==> src/rtl/result_uart_pkg.sv <==
// result_uart_pkg: shared FSM state type and packet constants for the result UART.
package result_uart_pkg;
  typedef enum logic [1:0] {IDLE, START, DATA, STOP} state_t;
  localparam logic [7:0] PREAMBLE = 8'hA5;
  localparam int N_WORDS = 16;
  localparam int N_BYTES = 33;
endpackage

==> src/rtl/uart_tx_byte.sv <==
// uart_tx_byte: 8N1 byte serializer; ready on the last stop-bit cycle so bytes go back-to-back.
module uart_tx_byte
  import result_uart_pkg::*;
#(
  parameter int CLKS_PER_BIT = 434
) (
  input  logic       clk,
  input  logic       rst_n,
  input  logic [7:0] data,
  input  logic       valid,
  output logic       ready,
  output logic       tx
);
  localparam int BW = $clog2(CLKS_PER_BIT);
  state_t state, state_n;
  logic [BW-1:0] baud_cnt, baud_n;
  logic [2:0] bit_idx, bit_n;
  logic [7:0] shreg, sh_n;
  logic tx_n, tick;
  assign tick = baud_cnt == BW'(CLKS_PER_BIT - 1);
  assign ready = state == IDLE || (state == STOP && tick);
  always_comb begin
    state_n = state;
    baud_n = (state == IDLE || tick) ? '0 : baud_cnt + 1'b1;
    bit_n = bit_idx;
    sh_n = shreg;
    tx_n = tx;
    case (state)
      IDLE: if (valid) begin
        state_n = START;
        sh_n = data;
        tx_n = 1'b0;
      end
      START: if (tick) begin
        state_n = DATA;
        bit_n = '0;
        tx_n = shreg[0];
      end
      DATA: if (tick) begin
        if (bit_idx == 3'd7) begin
          state_n = STOP;
          bit_n = '0;
          tx_n = 1'b1;
        end else begin
          bit_n = bit_idx + 3'd1;
          sh_n = {1'b0, shreg[7:1]};
          tx_n = shreg[1];
        end
      end
      default: if (tick) begin
        state_n = valid ? START : IDLE;
        sh_n = valid ? data : shreg;
        tx_n = !valid;
      end
    endcase
  end
  always_ff @(posedge clk) begin
    if (!rst_n) begin
      state <= IDLE;
      baud_cnt <= '0;
      bit_idx <= '0;
      shreg <= '0;
      tx <= 1'b1;
    end else begin
      state <= state_n;
      baud_cnt <= baud_n;
      bit_idx <= bit_n;
      shreg <= sh_n;
      tx <= tx_n;
    end
  end
endmodule

==> src/rtl/result_uart_tx.sv <==
// result_uart_tx: snapshots 16 result words on end_process rise and sends them as a 33-byte UART packet.
module result_uart_tx
  import result_uart_pkg::*;
#(
  parameter int CLKS_PER_BIT = 434,
  parameter int WORD_W = 12
) (
  input  logic              clk,
  input  logic              rst_n,
  input  logic              end_process,
  input  logic [WORD_W-1:0] r1,
  input  logic [WORD_W-1:0] r2,
  input  logic [WORD_W-1:0] r3,
  input  logic [WORD_W-1:0] r4,
  input  logic [WORD_W-1:0] r5,
  input  logic [WORD_W-1:0] r6,
  input  logic [WORD_W-1:0] r7,
  input  logic [WORD_W-1:0] r8,
  input  logic [WORD_W-1:0] r9,
  input  logic [WORD_W-1:0] r10,
  input  logic [WORD_W-1:0] r11,
  input  logic [WORD_W-1:0] r12,
  input  logic [WORD_W-1:0] r13,
  input  logic [WORD_W-1:0] r14,
  input  logic [WORD_W-1:0] r15,
  input  logic [WORD_W-1:0] r16,
  output logic              tx,
  output logic              busy,
  output logic              done
);
  logic [WORD_W-1:0] r_arr [N_WORDS];
  logic [WORD_W-1:0] snap [N_WORDS];
  logic [5:0] byte_idx;
  logic [3:0] widx;
  logic [15:0] wide;
  logic [7:0] byte_data;
  logic ep_d, start, byte_valid, ready;
  assign r_arr = '{r1, r2, r3, r4, r5, r6, r7, r8, r9, r10, r11, r12, r13, r14, r15, r16};
  assign start = end_process && !ep_d && !busy;
  assign byte_valid = busy ? byte_idx < 6'(N_BYTES) : start;
  // byte 0 is the preamble; odd indices carry a word's high byte, even its low byte
  always_comb begin
    widx = 4'((byte_idx - 6'd1) >> 1);
    wide = 16'(snap[widx]);
    byte_data = byte_idx == 6'd0 ? PREAMBLE : byte_idx[0] ? wide[15:8] : wide[7:0];
  end
  always_ff @(posedge clk) begin
    if (!rst_n) begin
      ep_d <= 1'b0;
      busy <= 1'b0;
      done <= 1'b0;
      byte_idx <= '0;
      snap <= '{default: '0};
    end else begin
      ep_d <= end_process;
      done <= 1'b0;
      if (start) begin
        busy <= 1'b1;
        byte_idx <= 6'd1;
        snap <= r_arr;
      end else if (busy && ready) begin
        if (byte_idx == 6'(N_BYTES)) begin
          busy <= 1'b0;
          done <= 1'b1;
          byte_idx <= '0;
        end else begin
          byte_idx <= byte_idx + 6'd1;
        end
      end
    end
  end
  uart_tx_byte #(.CLKS_PER_BIT(CLKS_PER_BIT)) u_ser (
    .clk   (clk),
    .rst_n (rst_n),
    .data  (byte_data),
    .valid (byte_valid),
    .ready (ready),
    .tx    (tx)
  );
endmodule

==> config.mk <==
export PLATFORM = sky130hd
export DESIGN_NAME = result_uart_tx
export DESIGN_NICKNAME = d
export VERILOG_FILES = /design/src/rtl/result_uart_pkg.sv /design/src/rtl/uart_tx_byte.sv /design/src/rtl/result_uart_tx.sv
export SDC_FILE = /design/constraint.sdc
export NUM_CORES = 1
export LEC_CHECK = 0
export BUFFER_PORTS_ARGS = -buffer_cell sky130_fd_sc_hd__clkbuf_2
export CORE_MARGIN = 10
export CORE_UTILIZATION = 55
export DETAILED_ROUTE_END_ITERATION = 10
export PLACE_DENSITY = 0.79
export SYNTH_ARGS = -nofsm -noshare
export SYNTH_HDL_FRONTEND = slang
export SYNTH_SLANG_ARGS = --single-unit
==> constraint.sdc <==
create_clock -name clk -period 4.6 [get_ports clk]
set_input_delay 0.23 -clock clk [delete_from_list [all_inputs] [get_ports clk]]
set_output_delay 0.23 -clock clk [all_outputs]
set_load 0.02 [all_outputs]
==> impl_metrics.py, run 1 <==
metrics = {
    "final_layout": {
        "area_growth_pct": 33.86,
        "fin_cells": 1806,
        "final_common_cell": "nand2_1",
        "layout.nets": 1760,
        "layout-drive-gt1-share_pct": 18.61,
        "utilization_pct": 74.93,
        "final_cell_mix": "nand2_1, dfxtp_1, a21boi_0, clkbuf_2, dlygate4sd3_1",
        "nFillCells": 1268,
    },
    "critical_path": {
        "worstPathMaxFanout": 14,
        "crit_path_end_kind": "register",
        "cp-start-kind": "register",
        "crit_required_ns": 4.99,
        "critPathArrivalTime_ns": 3.93,
        "critPathKind": "reg -> reg",
    },
    "power_and_ir_drop": {
        "power.density_mw_per_mm2": 376.1,
        "p_sw_share_pct": 29.57,
        "p_switching_w": 0.001564,
        "power_leakage_nw": 5.646,
        "p_comb_share_pct": 22.6,
        "p_clk_share_pct": 35.3,
        "p_int_w": 0.003725,
        "total_power_w": 0.005289,
        "peakVddDrop_v": 0.0002774,
        "p_seq_share_pct": 42.2,
    },
    "status": {
        "outcome": "completed",
    },
    "floorplan": {
        "dieHeight_um": 158.2,
        "std_cell_rows": 50,
        "coreArea_mm2": 0.01877,
        "die_area_mm2": 0.02503,
        "fp.dieW_um": 158.2,
        "io_pins": 198,
        "initial_utilization_pct": 55.98,
    },
    "global_route": {
        "antenna_found_initial": 3,
        "grt_max_degree": 194,
        "track_usage_pct": 29.50,
        "grt_pass1_wl_um": 58000,
        "grt_pass1_vias": 10480,
        "grt_overflow": 0,
    },
    "placement": {
        "routabilityCongestion": 0.9925,
        "port_buffers": 197,
        "hpwlAfterDp_um": 23610,
        "dpl.cell_count": 1584,
    },
    "clock_network": {
        "cts_buffer_depth": 3,
        "clock_latency_ns": 0.52,
        "root_buffer": "clkbuf_16",
        "cts.htree.levels": 1,
        "cts_tree": "yes",
        "ctsResizeCount": 0,
        "clk_pin_slew_ns": 0.06,
        "cts_made_buffers": 23,
        "cts_sinks": 224,
    },
    "synthesis": {
        "syn-num-nets": 1443,
        "synth_ff_type": "dfxtp_1",
        "syn_inst": 1236,
        "avgSynthCellArea_um2": 8.500,
        "syn-cell-area_mm2": 0.01051,
        "yosysWarnings": 0,
        "ys_seq_area_share_pct": 42.68,
        "async_reset_ff_share_pct": 0,
        "synth-seq-cells": 224,
        "synth_edf_count": 0,
        "synth_cell_types": 56,
    },
    "sta": {
        "period_needed_ns": 3.538,
        "hold_viol": 0,
        "period_share_pct": 76.90,
        "fin_setup_tns_ns": 0,
        "max_clock_freq_mhz": 282.7,
        "clock_skew_ns": 0.01013,
        "setup_viol": 0,
        "relSlewSlack_pct": 25.10,
        "tightest_slew_ns": 1.120,
        "rsz0062_at_grt": "false",
        "finalMaxSlewViolations": 0,
    },
    "route": {
        "dr.pass1.iters": 5,
        "drc": 0,
        "drt_wl_total_um": 37380,
        "wl_per_cell_um": 20.69,
        "drt-vias-per-instance": 5.749,
        "drtAntennaViolNets": 0,
        "first_iter_violations": 882,
        "route.vias.total": 10380,
    },
    "worst_hold_path": {
        "hold_path.class": "in -> reg",
    },
    "flow_run": {
        "drv_cap": 0,
    },
}
## repair_timing
item | 4_1_cts | 5_1_grt
buffers inserted | 0 | 0
hold buffers | 178 | 0
endpoints found under the hold margin | 178 | 0
## area by class of cell
class                           count  area, um2  share of cell area (%)
Clock inverter                      5      57.56                  0.4093
Timing Repair Buffer              387       2898                   20.60
Inverter                           12      45.04                  0.3203
Sequential cell                   224       4484                   31.89
Antenna cell                        3      7.507                 0.05338
Clock buffer                       36      694.4                   4.938
Multi-Input combinational cell    905       5584                   39.71
Tap cell                          234      292.8                   2.082
## critical path, stage by stage, from the launching register on
cell and delay (ns):
dfxtp_1 0.60, inv_2 0.23, ha_1 0.38, xnor2_2 0.76, mux4_2 0.43, mux4_2 0.52
o22a_1 0.19, o2111ai_1 0.19, a21boi_0 0.11
## cells by family after synthesis
kind of cell,after synthesis,share of synthesized area (%)
simple gates,544,21.28
xor+xnor,16,1.334
flops,224,42.68
mux,43,8.467
compound gates,290,20.42
buf+inv,107,4.383
fa+ha+maj,12,1.429
## per-layer routing
layer  wire (um)  track usage (%)
met3        3171            5.889
met1       14680            36.98
met5           0                0
met4        1420            11.60
met2       18100            48.81
## Yosys cell counts (all sizes together), types with 4 or more instances
cell	instances	area [um2]
mux4	36	814.5
xnor2	6	52.55
mux2	4	45.04
ha	12	150.1
buf	17	122.6
a21oi	8	40.04
o2111ai	5	43.79
a21o	5	37.54
nand4	10	62.56
o22ai	6	37.54
nor3	4	25.02
nand3	8	40.04
o21ai	12	60.06
a211oi	16	120.1
and3	28	175.2
xor2	10	87.58
nor2	34	127.6
dfxtp	224	4484
a2111oi	7	61.31
and2	4	25.02
nand2	436	1639
inv	12	45.04
clkbuf	78	292.8
a21boi	202	1516
nor2b	8	50.05
a31oi	7	43.79
## power by group through the flow
| stage | sequential, W | combinational, W | clock (W) |
|---|---|---|---|
| CTS | 0.00222 | 0.00116 | 0.00187 |
| floorplan | 0.00220 | 0.000768 | 0 |
| global route | 0.00224 | 0.00130 | 0.00195 |
| detailed placement | 0.00226 | 0.00104 | 0 |
| finish | 0.00223 | 0.00119 | 0.00187 |
| global placement | 0.00226 | 0.00102 | 0 |
## registers in the layout, summed over array words and instances (netlist names)
name / count
u_ser.shreg: 8
byte_idx: 6
u_ser.state: 2
u_ser.bit_idx: 3
busy: 1
ep_d: 1
done: 1
u_ser.baud_cnt: 9
snap: 192
u_ser.tx: 1
## worst paths after layout
| check | start | endpoint | slack (ns) | cells past startpoint |
|---|---|---|---|---|
| worst max-delay path | byte_idx[0]$_SDFFE_PN0P_ | u_ser.shreg[2]$_SDFFE_PN0P_ | 1.06 | 8 |
| worst min-delay path | r7[1] | snap[109]$_SDFFE_PN0N_ | 0.005 | 3 |
| worst max register to register | byte_idx[0]$_SDFFE_PN0P_ | u_ser.shreg[2]$_SDFFE_PN0P_ | 1.06 | 8 |
| worst min register to register | snap[68]$_SDFFE_PN0N_ | snap[68]$_SDFFE_PN0N_ | 0.47 | 2 |
## stage by stage
step	setup slack, ns	cell area (um2)	hold WS (ns)
after floorplan	1.431	10510	0.3517
after global placement	1.263	11520	0.4436
after detailed placement	1.095	11520	0.4570
after CTS	1.077	14060	0.00006356
after global routing	0.8595	14060	0.01654
final	1.062	14060	0.005415
Power figures use the tool's default switching activity.
==> run 2, diff against run 1 <==
Clock period 4.6 ns to 3.65 ns, I/O delays scaled along.
==> run 2 against run 1 <==
Via count up 2.7%. Die area unchanged. Total power up 28%. Register-to-register slack worse by 0.61 ns. Combinational power up 30%. Largest cell class unchanged. Largest power group unchanged.
==> impl_metrics.py, run 2 (synthesis gave the netlist of run 1 again) <==
metrics = {
    "final_layout": {
        "utilization_pct": 75.95,
        "layout.nets": 1779,
        "final_common_cell": "nand2_1",
        "area_growth_pct": 35.67,
        "regMostFlops": "snap",
        "largestRegisters": "snap x192, u_ser.baud_cnt x9, u_ser.shreg x8",
        "final_cell_mix": "nand2_1, dfxtp_1, a21boi_0, clkbuf_2, dlygate4sd3_1",
        "largest_register_ffs": 192,
        "nFillCells": 1226,
        "layout-drive-gt1-share_pct": 18.64,
    },
    "sta": {
        "clock_skew_ns": 0.02032,
        "relSlewSlack_pct": 33.69,
        "tightest_slew_ns": 0.9887,
        "hold_viol": 0,
        "max_clock_freq_mhz": 312.5,
        "postLayoutSetupSlackWorst_ns": 0.4503,
        "rsz0062_at_grt": "false",
        "setup_viol": 0,
        "period_needed_ns": 3.200,
        "fin_setup_tns_ns": 0,
        "period_share_pct": 87.66,
        "finalMaxSlewViolations": 0,
        "whs_ns": 0.008979,
    },
    "critical_path": {
        "worstReg2RegStart": "byte_idx[2]$_SDFFE_PP0P_",
        "crit_required_ns": 4.07,
        "crit_family": "simple AND/OR/NAND/NOR gates",
        "cp-startpoint": "byte_idx[2]$_SDFFE_PP0P_",
        "critPathKind": "reg -> reg",
        "worst-path-buf-inv": 0,
        "worstPathMaxFanout": 24,
        "slowest_stage": "and2_1",
        "critPathArrivalTime_ns": 3.62,
        "max_stage_delay_ns": 0.72,
        "crit_path_end_kind": "register",
        "crit_chain": "or4_1 -> and2_1 -> mux4_2 -> mux2i_1 -> o22ai_1 -> o21a_1",
        "cp-start-kind": "register",
    },
    "route": {
        "drt_wl_total_um": 37830,
        "m1WireLength_um": 13850,
        "wl_met2_um": 18100,
        "drtAntennaViolNets": 0,
        "route.vias.total": 10670,
        "highest_layer": "met4",
        "wl_met3_um": 3729,
        "drc": 0,
        "dr.pass1.iters": 5,
        "first_iter_violations": 1066,
        "wl_per_cell_um": 20.69,
        "drt-vias-per-instance": 5.834,
    },
    "power_and_ir_drop": {
        "power.density_mw_per_mm2": 474.2,
        "total_power_w": 0.006759,
        "peakVddDrop_v": 0.0003425,
        "power_leakage_nw": 5.724,
    },
    "clock_network": {
        "cts_sinks": 224,
        "root_buffer": "clkbuf_16",
        "ctsResizeCount": 0,
        "clk_pin_slew_ns": 0.07,
        "cts.htree.levels": 1,
        "cts_setup_buffers": 0,
        "cts_buffer_depth": 3,
        "hold_buffers": 192,
        "cts_tree": "yes",
        "cts_made_buffers": 24,
        "clock_latency_ns": 0.53,
    },
    "global_route": {
        "antenna_found_initial": 5,
        "grt_pass1_vias": 10640,
        "grt_max_degree": 194,
        "grt_overflow": 0,
        "grt_pass1_wl_um": 58440,
        "track_usage_pct": 29.88,
    },
    "floorplan": {
        "std_cell_rows": 50,
        "initial_utilization_pct": 55.98,
        "io_pins": 198,
        "dieHeight_um": 158.2,
        "die_area_mm2": 0.02503,
        "coreArea_mm2": 0.01877,
        "fp.dieW_um": 158.2,
    },
    "placement": {
        "place_ws_ns": 0.5652,
        "routabilityCongestion": 0.9631,
        "port_buffers": 197,
        "hpwlAfterDp_um": 22980,
    },
    "flow_run": {
        "drv_cap": 0,
    },
    "status": {
        "outcome": "completed",
    },
    "worst_hold_path": {
        "hold_path.class": "in -> reg",
        "hp-start": "r5[7]",
    },
}
## run 2: cell types whose count changed in the layout (fill, tap and decap cells not counted), moves of 2 or more
| cell | before | now |
|---|---|---|
| dlygate4sd3_1 | 178 | 192 |
| clkbuf_8 | 7 | 1 |
| buf_4 | 10 | 14 |
| diode_2 | 3 | 6 |
| clkinv_2 | 2 | 4 |
## run 2: report_power, final
group          leakage [nW]  switching [W]  internal (W)
Clock                 0.372        0.00103       0.00138
Sequential             1.83       0.000164       0.00264
Combinational          3.52       0.000845      0.000702
Total                  5.72        0.00204       0.00472
## run 2: path summary, 6_finish.rpt
check,endpoint,slack [ns],cells after the start
worst max-delay path,u_ser.shreg[7]$_SDFFE_PN0P_,0.45,6
worst min-delay path,snap[139]$_SDFFE_PN0N_,0.009,3
worst max register to register,u_ser.shreg[7]$_SDFFE_PN0P_,0.45,6
worst min register to register,snap[179]$_SDFFE_PN0N_,0.46,2
## run 2: metal layers
| metal | global-route usage, % | vias up |
|---|---|---|
| met5 | 0 | - |
| met4 | 15.66 | 0 |
| met3 | 8.060 | 151 |
| met2 | 49.05 | 605 |
| met1 | 35.02 | 5009 |
| li1 | - | 4900 |
## run 2: worst reg2reg max path, cell delays in order (launching register included)
cell and delay, ns:
dfxtp_1 0.68, or4_1 0.66, and2_1 0.73, mux4_2 0.59, mux2i_1 0.16, o22ai_1 0.09
o21a_1 0.18
## run 2: through the flow
step                area (um2)  cells
finish                   14250   1828
floorplan                10510   1236
CTS                      14240   1822
detailed placement       11550   1588
global route             14250   1827
global placement         11550   1588
## run 2: final cells by class
| class | instances | area [um2] | share of cell area (%) |
|---|---|---|---|
| repair buffers | 405 | 3068 | 21.52 |
| clock inverters | 10 | 123.9 | 0.8690 |
| clock buffers | 32 | 640.6 | 4.494 |
| diodes | 6 | 15.01 | 0.1053 |
| flip-flops and latches | 224 | 4484 | 31.46 |
| inverters | 12 | 45.04 | 0.3160 |
| well taps | 234 | 292.8 | 2.054 |
| multi-input cells | 905 | 5584 | 39.18 |
